<file path="config.mk">
export PLATFORM = sky130hd
export DESIGN_NAME = imem_load_ctrl
export DESIGN_NICKNAME = d
export VERILOG_FILES = /design/src/rtl/imem_load_ctrl.sv
export SDC_FILE = /design/constraint.sdc
export NUM_CORES = 1
export LEC_CHECK = 0
export ABC_CLOCK_PERIOD_IN_PS = 2500
export BUFFER_PORTS_ARGS = -buffer_cell sky130_fd_sc_hd__buf_4
export CORE_MARGIN = 1.5
export CORE_UTILIZATION = 50
export CTS_CLUSTER_SIZE = 25
export DETAILED_ROUTE_END_ITERATION = 12
export PLACE_DENSITY = 0.7
export SLEW_MARGIN = 40
export SYNTH_ARGS = -nofsm -noshare
export SYNTH_HDL_FRONTEND = slang
export SYNTH_SLANG_ARGS = --single-unit
</file>
<file path="constraint.sdc">
create_clock -name clk -period 2.5 [get_ports clk]
set_input_delay 0.25 -clock clk [delete_from_list [all_inputs] [get_ports clk]]
set_output_delay 0.25 -clock clk [all_outputs]
set_load 0.05 [all_outputs]
</file>
<file path="src/rtl/imem_load_ctrl.sv">
// UART-driven program loader and core run control for the MIPS instruction memory.
// Optional load inactivity timeout is enabled with `define IMEM_LOAD_TIMEOUT_EN.
module imem_load_ctrl #(
  parameter int unsigned          len_addr  = 32,
  parameter int unsigned          len_data  = 32,
  parameter int unsigned          ram_depth = 2048,
  parameter logic [len_data-1:0]  halt_word = 32'hFFFFFFFF
`ifdef IMEM_LOAD_TIMEOUT_EN
  , parameter int unsigned        timeout_cycles = 1_000_000
`endif
) (
  input  logic                clk,
  input  logic                rst_n,
  input  logic [7:0]          rx_data_i,
  input  logic                rx_valid_i,
  input  logic                halt_fetched_i,
  output logic                mem_we_o,
  output logic [len_addr-1:0] mem_waddr_o,
  output logic [len_data-1:0] mem_wdata_o,
  output logic                cpu_en_o,
  output logic                cpu_rst_o,
  output logic                busy_o,
  output logic                load_err_o,
  output logic [len_addr-1:0] word_count_o
);

  typedef enum logic [1:0] {S_IDLE, S_LOAD, S_RUN, S_STEP} state_t;

  localparam logic [7:0] CMD_L = 8'h4C;
  localparam logic [7:0] CMD_R = 8'h52;
  localparam logic [7:0] CMD_S = 8'h53;
  localparam logic [7:0] CMD_N = 8'h4E;
  localparam logic [7:0] CMD_E = 8'h45;
  localparam logic [len_addr-1:0] LAST_ADDR = len_addr'(ram_depth - 1);

  state_t              state_q;
  logic [1:0]          byte_idx_q;
  logic [len_data-9:0] asm_q;        // first three bytes of the word being assembled
  logic                mem_we_q;
  logic [len_addr-1:0] mem_waddr_q;
  logic [len_data-1:0] mem_wdata_q;
  logic                cpu_en_q;
  logic                cpu_rst_q;
  logic                load_err_q;
  logic [len_addr-1:0] word_cnt_q;
  logic                loaded_q;     // a load has ended on halt_word since reset
`ifdef IMEM_LOAD_TIMEOUT_EN
  logic [31:0]         tmo_q;
`endif

  always_ff @(posedge clk or negedge rst_n) begin
    if (!rst_n) begin
      state_q     <= S_IDLE;
      byte_idx_q  <= '0;
      asm_q       <= '0;
      mem_we_q    <= 1'b0;
      mem_waddr_q <= '0;
      mem_wdata_q <= '0;
      cpu_en_q    <= 1'b0;
      cpu_rst_q   <= 1'b1;
      load_err_q  <= 1'b0;
      word_cnt_q  <= '0;
      loaded_q    <= 1'b0;
`ifdef IMEM_LOAD_TIMEOUT_EN
      tmo_q       <= '0;
`endif
    end else begin
      mem_we_q <= 1'b0;
      case (state_q)
        S_IDLE: begin
          cpu_en_q <= 1'b0;
          if (rx_valid_i) begin
            case (rx_data_i)
              CMD_L: begin
                state_q     <= S_LOAD;
                mem_waddr_q <= '0;
                word_cnt_q  <= '0;
                byte_idx_q  <= '0;
                load_err_q  <= 1'b0;
                cpu_rst_q   <= 1'b1;
`ifdef IMEM_LOAD_TIMEOUT_EN
                tmo_q       <= '0;
`endif
              end
              CMD_R: begin
                state_q  <= S_RUN;
                cpu_en_q <= 1'b1;
              end
              CMD_S:   state_q <= S_STEP;
              default: ;
            endcase
          end
        end
        S_LOAD: begin
          cpu_en_q <= 1'b0;
          // Retire the word written last cycle; the halt address stays in mem_waddr.
          if (mem_we_q) begin
            word_cnt_q <= word_cnt_q + 1'b1;
            if (mem_wdata_q == halt_word) begin
              state_q   <= S_IDLE;
              loaded_q  <= 1'b1;
              cpu_rst_q <= 1'b0;
            end else if (mem_waddr_q == LAST_ADDR) begin
              state_q    <= S_IDLE;
              load_err_q <= 1'b1;
              cpu_rst_q  <= ~loaded_q;
            end else begin
              mem_waddr_q <= mem_waddr_q + 1'b1;
            end
          end
          if (rx_valid_i) begin
            asm_q      <= {asm_q[len_data-17:0], rx_data_i};
            byte_idx_q <= byte_idx_q + 1'b1;
            if (byte_idx_q == 2'd3) begin
              mem_we_q    <= 1'b1;
              mem_wdata_q <= {asm_q, rx_data_i};
            end
`ifdef IMEM_LOAD_TIMEOUT_EN
            tmo_q <= '0;
          end else if (tmo_q == 32'(timeout_cycles - 1)) begin
            state_q    <= S_IDLE;
            load_err_q <= 1'b1;
            byte_idx_q <= '0;
            cpu_rst_q  <= ~loaded_q;
          end else begin
            tmo_q <= tmo_q + 1'b1;
`endif
          end
        end
        S_RUN: begin
          if (halt_fetched_i) begin
            cpu_en_q <= 1'b0;
            state_q  <= S_IDLE;
          end else begin
            cpu_en_q <= 1'b1;
          end
        end
        S_STEP: begin
          cpu_en_q <= 1'b0;
          // A halt drops any byte arriving in the same cycle.
          if (halt_fetched_i) begin
            state_q <= S_IDLE;
          end else if (rx_valid_i) begin
            if (rx_data_i == CMD_N) cpu_en_q <= 1'b1;
            else if (rx_data_i == CMD_E) state_q <= S_IDLE;
          end
        end
        default: state_q <= S_IDLE;
      endcase
    end
  end

  assign mem_we_o     = mem_we_q;
  assign mem_waddr_o  = mem_waddr_q;
  assign mem_wdata_o  = mem_wdata_q;
  assign cpu_en_o     = cpu_en_q;
  assign cpu_rst_o    = cpu_rst_q;
  assign busy_o       = (state_q != S_IDLE);
  assign load_err_o   = load_err_q;
  assign word_count_o = word_cnt_q;

endmodule

</file>
==> results of run 1 <==
[stage by stage]
stage,instances,setup WS (ps),util
global placement,804,205.6,0.5988
CTS,836,187.1,0.6519
finish,836,161.1,0.6519
floorplan,554,76.12,-
global route,836,4.577,0.6519
detailed placement,804,207.9,0.5988
[layout make-up]
cell class,instances,area [um^2],share of cell area
Clock buffer,21,470.5,0.06008
Inverter,6,22.52,0.002876
Tap cell,147,183.9,0.02349
Sequential cell,129,3229,0.4124
Timing Repair Buffer,132,1018,0.1301
Multi-Input combinational cell,391,2748,0.3509
Clock inverter,10,157.7,0.02013
[cell usage in the layout, fill, tap and decap left out, types with 4 or more instances in the layout]
cell type	instances
mux2_2	56
o31ai_1	9
nor2b_1	4
xnor2_1	8
bufinv_16	4
or3_1	22
nand2_1	33
nor2_1	29
and2_1	6
xor2_1	19
o21ai_0	25
buf_4	129
nand3_1	29
o211ai_1	5
nand4_1	27
dfrtp_1	128
a21oi_1	31
and4_1	10
or4_1	12
clkbuf_16	17
inv_1	6
and3_1	17
nor4_1	8
[synth_stat cells (8+ instances only)]
cell / n / area (um^2)
nor4_1: 8 / 50.05
a21oi_1: 31 / 155.2
clkbuf_1: 9 / 33.78
o21ai_0: 25 / 125.1
or3_1: 22 / 137.6
or4_1: 12 / 90.09
xnor2_1: 8 / 70.07
and4_1: 11 / 96.34
and3_1: 17 / 106.4
buf_2: 10 / 50.05
nor2_1: 29 / 108.9
mux2_2: 56 / 630.6
nand4_1: 27 / 168.9
nand3_1: 29 / 145.1
nand2_1: 33 / 123.9
dfrtp_1: 128 / 3203
o31ai_1: 9 / 67.56
xor2_1: 19 / 166.4
[metal layers]
layer / track usage / wire length [um] / vias to the layer above
li1: - / - / 2304
met1: 0.3217 / 6659 / 2495
met2: 0.3771 / 7161 / 136
met3: 0.05898 / 718 / 25
met4: 0.08250 / 252 / 0
met5: 0 / 0 / -
[worst max-delay path, cell delays in order, from the launching register on]
cell and delay, ps:
dfrtp_1 410, or4_4 580, nor4_2 220, nand4b_1 260
a21boi_4 240, buf_12 240, nor4_1 80, o21a_1 190
[where the power goes]
part | switching (uW) | total [uW] | internal [uW]
Clock | 880 | 2610 | 1730
Combinational | 1660 | 2490 | 827
Sequential | 346 | 2840 | 2490
[registers in the layout, summed over array words and instances, names as in the netlist]
| name | count |
|---|---|
| asm_q | 24 |
| byte_idx_q | 2 |
| cpu_en_o | 1 |
| cpu_rst_o | 1 |
| load_err_o | 1 |
| loaded_q | 1 |
| mem_waddr_o | 32 |
| mem_wdata_o | 32 |
| mem_we_o | 1 |
| state_q | 2 |
| word_count_o | 32 |
[cell families (layout without fill, tap and decap cells)]
family	after synthesis	in the layout	share of synthesized area
buffers and inverters	34	169	0.03045
xor gates and xnor gates	27	27	0.03837
adders and majority gates	3	3	0.006091
and+or+nand+nor	215	215	0.2028
DFF	129	129	0.5240
AOI/OAI and AO/OA	90	90	0.09602
muxes	56	56	0.1023
[worst max path at each step]
stage | endpoint | slack (ps) | cells after the start | from
2_1_floorplan | mem_waddr_o[24]$_DFFE_PN0P_ | 80 | 8 | mem_waddr_o[0]$_DFFE_PN0P_
3_3_place_gp | mem_waddr_o[18]$_DFFE_PN0P_ | 210 | 7 | mem_waddr_o[29]$_DFFE_PN0P_
3_5_place_dp | word_count_o[27]$_DFFE_PN0P_ | 210 | 7 | rx_data_i[3]
4_1_cts | mem_waddr_o[27]$_DFFE_PN0P_ | 190 | 6 | state_q[0]$_DFFE_PN0P_
5_1_grt | word_count_o[27]$_DFFE_PN0P_ | 5 | 6 | state_q[1]$_DFFE_PN0P_
6_report | mem_waddr_o[18]$_DFFE_PN0P_ | 160 | 7 | mem_waddr_o[29]$_DFFE_PN0P_
[what timing repair did]
item,4_1_cts,5_1_grt
endpoints found under the hold margin,35,0
hold buffers,1,0
resized for setup,0,0
==> run metrics, run 1 <==
Ports 113; First DRT Iteration DRCs 313; # fillers 975; Max Fclk 427.6 MHz; arrival time worst endpoint 2640 ps; Cells on Worst Hold Path 2; first-pass GRT wire length 24080 um; Post-Syn Nets 569; final hold violation count 0; Die Wd 114.0 um; hold crit path type input pin to register; Tot Pwr 7942 uW; Setup crit end kind register; Req. time, crit path 2800 ps; Hold Path Sink asm_q[2]$_DFFE_PN0P_; CTS Buf Count 17; fin. max-slew vios 0; WL final 14790 um; Pwr Density 1014 mW/mm^2; Placer Congestion 0.8713; Core ar. 0.01201 mm^2; RSZ-0062 raised after global routing false; largest net degree at the start of global routing 63; Mapped Area 0.006163 mm^2; initial core utilization 0.5131; Synth warnings 0; post-placement cell area 0.007192 mm^2; H-tree depth 4; Min Hold Slack 110.7 ps; outcome complete, no violations; Rows 40; Max Cap Viol 0; Hold Crit Start rx_data_i[2]; maximum buffer depth of the clock tree 2; grt ovf 0; Worst Clk Skew 5.680 ps; Reg clk slew, reported paths 50 ps; die height 114.0 um; Residual DRC 0; layout cells sized above 1 0.3353; initial antenna violation count 0; Area Overhead vs Synth 27.04%; setup TNS 0 ps; LEAKAGE 0.003553 uW; minimum clock period 2339 ps; most used flip-flop cell after synthesis dfrtp_1; Post-DRT Antenna Nets 0; Final Cycle Share 0.9355; via count 4960; later-pin clock latency in the skew report 420 ps; CTS Sinks 129; Die ar. 0.01300 mm^2; sequential share of the synthesized area 0.5240; Reg-to-Reg Start mem_waddr_o[29]$_DFFE_PN0P_; Detailed Place HPWL 10260 um; Routed WL per cell 17.69 um; Worst-Margin Slew 551.7 ps; number of flops mapped to enable cells by yosys 0; CP Class register to register; setup slack, reg-to-reg 160 ps; critical-path maximum fanout 62; IO buf count 112; Synth async-reset ratio 1.000; number of global-route vias before repair 4784; Synth Instances 554; flops & latches, synth 129; Syn Area/Cell 11.13 um^2; Setup violations, final 0; Worst setup SP type register; Vias/cell 5.933; FF-to-FF End mem_waddr_o[18]$_DFFE_PN0P_; Total GRT Usage 0.2380; FF-to-FF path depth 7; unique cell type count in the Yosys netlist 59; Pre-Repair DR Iteration Count 4; ANT cells 0; final instance area 0.007830 mm^2; max_slew headroom 0.6270; peak supply drop 0.0009451 V; post-CTS setup buffers 0; nets 692; CTS tree yes; Root Buffer Master clkbuf_16
Note: power is estimated with default switching activity, not from simulation.
==> run 2: changes to the inputs <==
- REMOVE_ABC_BUFFERS: not set -> 1
==> run metrics, run 2 (synthesized netlist as in run 1, its figures left out) <==
nets 696 (+0.58%); CTS tree yes; Reg-to-Reg Start mem_waddr_o[29]$_DFFE_PN0P_; Routed WL per cell 17.74 um (+0.26%); largest net degree at the start of global routing 63 (unchanged); Post-DRT Antenna Nets 0 (unchanged); max_slew headroom 0.5988 (-0.02819); IO buf count 112 (unchanged); FF-to-FF path depth 7 (unchanged); FF-to-FF End mem_waddr_o[18]$_DFFE_PN0P_; WL final 14880 um (+0.62%); minimum clock period 2337 ps (-1.830 ps); first-pass GRT wire length 24940 um (+3.6%); layout cells sized above 1 0.3396 (+0.004327); beginning of the critical path mem_waddr_o[29]$_DFFE_PN0P_; fin util 0.6514 (about the same); Total GRT Usage 0.2468 (+0.008738); Setup crit end kind register; Reg clk slew, reported paths 60 ps (about the same); final hold violation count 0 (unchanged); arrival time worst endpoint 2640 ps (about the same); CTS Sinks 129 (unchanged); via count 4926 (-0.69%); outcome complete, no violations; critical-path maximum fanout 62 (unchanged); Worst-Margin Slew 593.4 ps (+41.69 ps); Die Wd 114.0 um (unchanged); grt ovf 0 (unchanged); Ports 113 (unchanged); LEAKAGE 0.003560 uW (+0.19%); Req. time, crit path 2800 ps (about the same); Worst Clk Skew 5.973 ps (+0.2929 ps); Core ar. 0.01201 mm^2 (unchanged); Detailed Place HPWL 10310 um (+0.48%); initial antenna violation count 0 (unchanged); die height 114.0 um (unchanged); number of global-route vias before repair 4837 (+1.1%); H-tree depth 4 (unchanged); CTS Buf Count 17 (unchanged); peak supply drop 0.0009317 V (-1.4%); setup slack, reg-to-reg 160 ps (about the same); hold crit path type input pin to register; # fillers 962 (-1.3%); CP Capture Point mem_waddr_o[18]$_DFFE_PN0P_; Final Cycle Share 0.9348 (about the same); cts repair resizes 0 (unchanged); Placer Congestion 0.8814 (+1.2%); maximum buffer depth of the clock tree 2 (unchanged); Worst setup SP type register; Min Hold Slack 112.2 ps (+1.553 ps); Rows 40 (unchanged); Vias/cell 5.871 (-1.0%); Residual DRC 0 (unchanged); First DRT Iteration DRCs 353 (+13%); initial core utilization 0.5131 (unchanged); Die ar. 0.01300 mm^2 (unchanged); Root Buffer Master clkbuf_16; ANT cells 0 (unchanged); CP Class register to register; fin. max-slew vios 0 (unchanged); Max Fclk 427.9 MHz (about the same); Pwr Density 995.0 mW/mm^2 (-1.9%); Max Cap Viol 0 (unchanged); Pre-Repair DR Iteration Count 5 (+1); later-pin clock latency in the skew report 420 ps (about the same); Setup violations, final 0 (unchanged); highest-count cells in the layout ignoring fill and taps 133 x buf_4, 128 x dfrtp_1, 56 x mux2_2; Area Overhead vs Synth 26.94% (about the same); commonest non-fill, non-tap cell in the layout buf_4; RSZ-0062 raised after global routing false
[run 2: worst min path at each step]
stage | depth (start not counted) | to | slack, ps | from
after global placement | 1 | asm_q[16]$_DFFE_PN0P_ | 230 | rst_n
final | 2 | mem_wdata_o[6]$_DFFE_PN0P_ | 110 | rx_data_i[6]
after global routing | 2 | asm_q[2]$_DFFE_PN0P_ | 100 | rx_data_i[2]
after CTS | 2 | mem_wdata_o[6]$_DFFE_PN0P_ | 90 | rx_data_i[6]
after floorplan | 0 | asm_q[0]$_DFFE_PN0P_ | -50 | rst_n
after detailed placement | 1 | asm_q[16]$_DFFE_PN0P_ | 240 | rst_n
[run 2: repair_timing]
| action | CTS | global route |
|---|---|---|
| buffers inserted | 0 | 2 |
| endpoints found under the hold margin | 30 | 0 |
| hold buffers | 1 | 0 |
| setup endpoints to repair | 0 | 2 |
[run 2: critical path, stage by stage, from the launching register on]
cell	delay [ps]
dfrtp_1	420
or4_4	590
nor4_2	250
nand4b_1	220
a21boi_4	220
buf_12	240
nor4_1	90
o21a_1	180
[run 2: through the flow]
stage	worst slack (ps)	cell area (um^2)	instances	power [uW]	TNS, ps
after global routing	40.65	7824	839	8096	0
after detailed placement	175.5	7207	806	5332	0
final	163.0	7824	839	7784	0
after CTS	155.8	7809	837	7845	0
after floorplan	-488.2	5998	526	4469	-8341
after global placement	242.8	7207	806	5291	0
[run 2: cell type report]
type,count,area (um^2),share of cell area
flip-flops and latches,129,3229,0.4128
multi-input cells,391,2748,0.3512
clock buffers,19,452.9,0.05789
well taps,147,183.9,0.02351
repair buffers,136,1049,0.1340
clock inverters,11,138.9,0.01775
inverters,6,22.52,0.002879
[run 2: routing by layer]
layer | global-route usage | share of wire | up-vias | wire [um]
met4 | 0.08667 | 0.013 | 0 | 198
met2 | 0.3779 | 0.47 | 149 | 7054
met5 | 0 | 0 | - | 0
li1 | - | - | 2315 | -
met1 | 0.3429 | 0.46 | 2445 | 6855
met3 | 0.06323 | 0.052 | 17 | 774
[run 2: power breakdown]
group	switching (uW)	internal (uW)	leakage, uW
registers	358	2490	0.00163
clock network	887	1600	0.000290
logic	1640	807	0.00164
==> run 3: changes to the inputs <==
- ABC_AREA: not set -> 1
- CORE_UTILIZATION: 50 -> 57
- PLACE_DENSITY: 0.7 -> 0.77
==> run metrics, run 3 <==
Worst setup SP type register; final hold violation count 0 (unchanged); layout cells sized above 1 0.1496 (-0.1900); later-pin clock latency in the skew report 420 ps (about the same); Reg area 0.003229 mm^2 (unchanged); Post-DRT Antenna Nets 0 (unchanged); RSZ-0062 raised after global routing false; largest net degree at the start of global routing 66 (+4.8%); maximum buffer depth of the clock tree 2 (unchanged); number of global-route vias before repair 6593 (+36%); most frequent cell after synthesis nand2_1; Die ar. 0.01338 mm^2 (+2.9%); Residual DRC 0 (unchanged); Mapped Area 0.007236 mm^2 (+17%); via count 7121 (+45%); Final Cycle Share 0.8752 (-0.05966); Synth area leaders dfrtp_1 44%, nand2_1 22%, nor2_1 8.9%; Syn Area/Cell 6.800 um^2 (-39%); highest-count cells in the layout ignoring fill and taps 430 x nand2_1, 171 x nor2_1, 128 x dfrtp_1; minimum clock period 2188 ps (-149.2 ps); cts repair resizes 0 (unchanged); Compound-Gate Fraction of Synth Area 0.06433 (-0.03169); Die Wd 115.7 um (+1.4%); Ports 113 (unchanged); largest family of logic cells by synthesized area simple AND/OR/NAND/NOR gates; Synth top area share 0.4427 (-0.07701); Rows 40 (unchanged); arrival time worst endpoint 2540 ps (-100 ps); Routed WL per cell 14.34 um (-19%); nets 1192 (+71%); number of flops mapped to enable cells by yosys 0 (unchanged); die height 115.7 um (+1.4%); Reg clk slew, reported paths 60 ps (about the same); dpl ws 317.6 ps (+142.1 ps); Synth async-reset ratio 1.000 (unchanged); xor and xnor fraction of the mapped netlist area 0.01695 (-0.02142); WL final 19470 um (+31%); Setup crit end kind register; Max Fclk 457.1 MHz (+6.8%); max_slew headroom 0.5191 (-0.07976); Pre-Repair DR Iteration Count 5 (unchanged); first-pass GRT wire length 31820 um (+28%); Multi-input gate area 0.003496 mm^2 (+27%); IO buf count 112 (unchanged); outcome complete, no violations; ANT cells 0 (unchanged); commonest non-fill, non-tap cell in the layout nand2_1; unique cell type count in the Yosys netlist 31 (-47%); Req. time, crit path 2860 ps (+60 ps); hold crit path type input pin to register; CTS tree yes; Worst Clk Skew 9.110 ps (+3.137 ps); most used flip-flop cell after synthesis dfrtp_1; post-placement cell area 0.008213 mm^2 (+14%); Area Overhead vs Synth 21.46%; post-synthesis adder-cell area fraction 0.005188 (-0.0009025); Pwr Density 964.2 mW/mm^2 (-3.1%); # fillers 1134 (+18%); leading area contributor after synthesis dfrtp_1; initial antenna violation count 0 (unchanged); CP Class register to register; mux cell area share after synthesis 0 (-0.1023); H-tree depth 4 (unchanged); Detailed Place HPWL 13900 um (+35%); Max Cap Viol 0 (unchanged); Synth Instances 1064 (+92%); Root Buffer Master clkbuf_16; CTS Sinks 129 (unchanged); final instance area 0.008788 mm^2 (+12%); First DRT Iteration DRCs 670 (+90%); Worst-Margin Slew 720.3 ps (+127.0 ps); fin. max-slew vios 0 (unchanged); Min Hold Slack 47.63 ps (-64.58 ps); Vias/cell 5.244 (-11%); initial core utilization 0.5925 (+0.07940); peak supply drop 0.0007411 V (-20%); Total GRT Usage 0.3059 (+0.05913); flops & latches, synth 129 (unchanged); Simple-Gate Fraction of Synth Area 0.3967 (+0.1939); most instantiated cells after synthesis 430 x nand2_1, 171 x nor2_1, 128 x dfrtp_1; Core ar. 0.01221 mm^2 (+1.7%); LEAKAGE 0.004285 uW (+20%); post-CTS setup buffers 0 (unchanged); setup ws final 312.1 ps (+149.2 ps); sequential share of the synthesized area 0.4463 (-0.07765); grt ovf 0 (unchanged); CTS Buf Count 17 (unchanged); Placer Congestion 0.9745 (+11%); CTS Hold Bufs 1 (unchanged); Synth warnings 0 (unchanged); Setup violations, final 0 (unchanged); critical-path maximum fanout 32 (-48%)
-- run 3: changes by cell type after synthesis, moves of 8 or more --
| cell | before | now |
|---|---|---|
| or3_1 | 22 | 0 |
| a21oi_1 | 31 | 4 |
| mux2_2 | 56 | 0 |
| o21ai_0 | 25 | 73 |
| xor2_1 | 19 | 9 |
| nor4_1 | 8 | 0 |
| inv_1 | 6 | 86 |
| nand3_1 | 29 | 60 |
| and4_1 | 11 | 0 |
| nor2_1 | 29 | 171 |
| and3_1 | 17 | 0 |
| or4_1 | 12 | 0 |
| nand2_1 | 33 | 430 |
-- run 3: through the flow --
step / utilization / TNS, ps / instances / power [uW]
after floorplan: - / -19610 / 1035 / 5017
after global placement: 0.6725 / 0 / 1325 / 6068
after detailed placement: 0.6725 / 0 / 1325 / 6120
after CTS: 0.7197 / 0 / 1358 / 8500
after global routing: 0.7197 / 0 / 1358 / 8915
final: 0.7197 / 0 / 1358 / 8474
-- run 3: critical path, cell delays in order (launching register included) --
cell and delay (ps):
dfrtp_1 460, ha_1 290, nand3_2 150, inv_2 100, nand2_2 110, nor2_1 130, nand2_1 120, nand2_2 140
nand2_4 130, nand2_4 310, nand2_1 90, nand2_1 80
-- run 3: where the power goes --
part	switching (uW)	internal (uW)	total [uW]	leakage [uW]
clock network	943	1430	2370	0.000266
logic	2300	797	3100	0.00229
registers	417	2590	3010	0.00173
-- run 3: logic make-up (layout without fill, tap and decap cells) --
| kind of cell | count (synthesis) | after routing |
|---|---|---|
| AO/OA/AOI/OAI | 87 | 87 |
| AND/OR/NAND/NOR | 709 | 709 |
| adder cells (fa/ha/maj) | 3 | 3 |
| buffers and inverters | 122 | 248 |
| flip-flops | 129 | 129 |
| XOR/XNOR | 14 | 14 |
-- run 3: per-layer routing --
| metal | track usage | vias up | share of wire |
|---|---|---|---|
| met5 | 0 | - | 0 |
| met4 | 0.1163 | 0 | 0.024 |
| met3 | 0.05701 | 37 | 0.059 |
| met2 | 0.4911 | 285 | 0.47 |
| met1 | 0.4166 | 3250 | 0.44 |
| li1 | - | 3549 | - |
-- run 3: cell type report --
class	count	share of cell area
clock buffers	21	0.05239
clock inverters	11	0.01196
inverters	93	0.03972
multi-input cells	813	0.3978
flip-flops and latches	129	0.3675
well taps	168	0.02392
repair buffers	123	0.1068
-- run 3: final timing paths --
check,start,slack (ps),endpoint,cells past startpoint
min reg2reg,loaded_q$_DFFE_PN0P_,460,loaded_q$_DFFE_PN0P_,2
max,mem_waddr_o[0]$_DFFE_PN0P_,310,mem_waddr_o[0]$_DFFE_PN0P_,11
max reg2reg,mem_waddr_o[0]$_DFFE_PN0P_,310,mem_waddr_o[0]$_DFFE_PN0P_,11
max in group asynchronous,rst_n,1400,mem_waddr_o[30]$_DFFE_PN0P_,3
min in group asynchronous,rst_n,330,mem_wdata_o[31]$_DFFE_PN0P_,2
min,rx_data_i[7],50,asm_q[7]$_DFFE_PN0P_,3
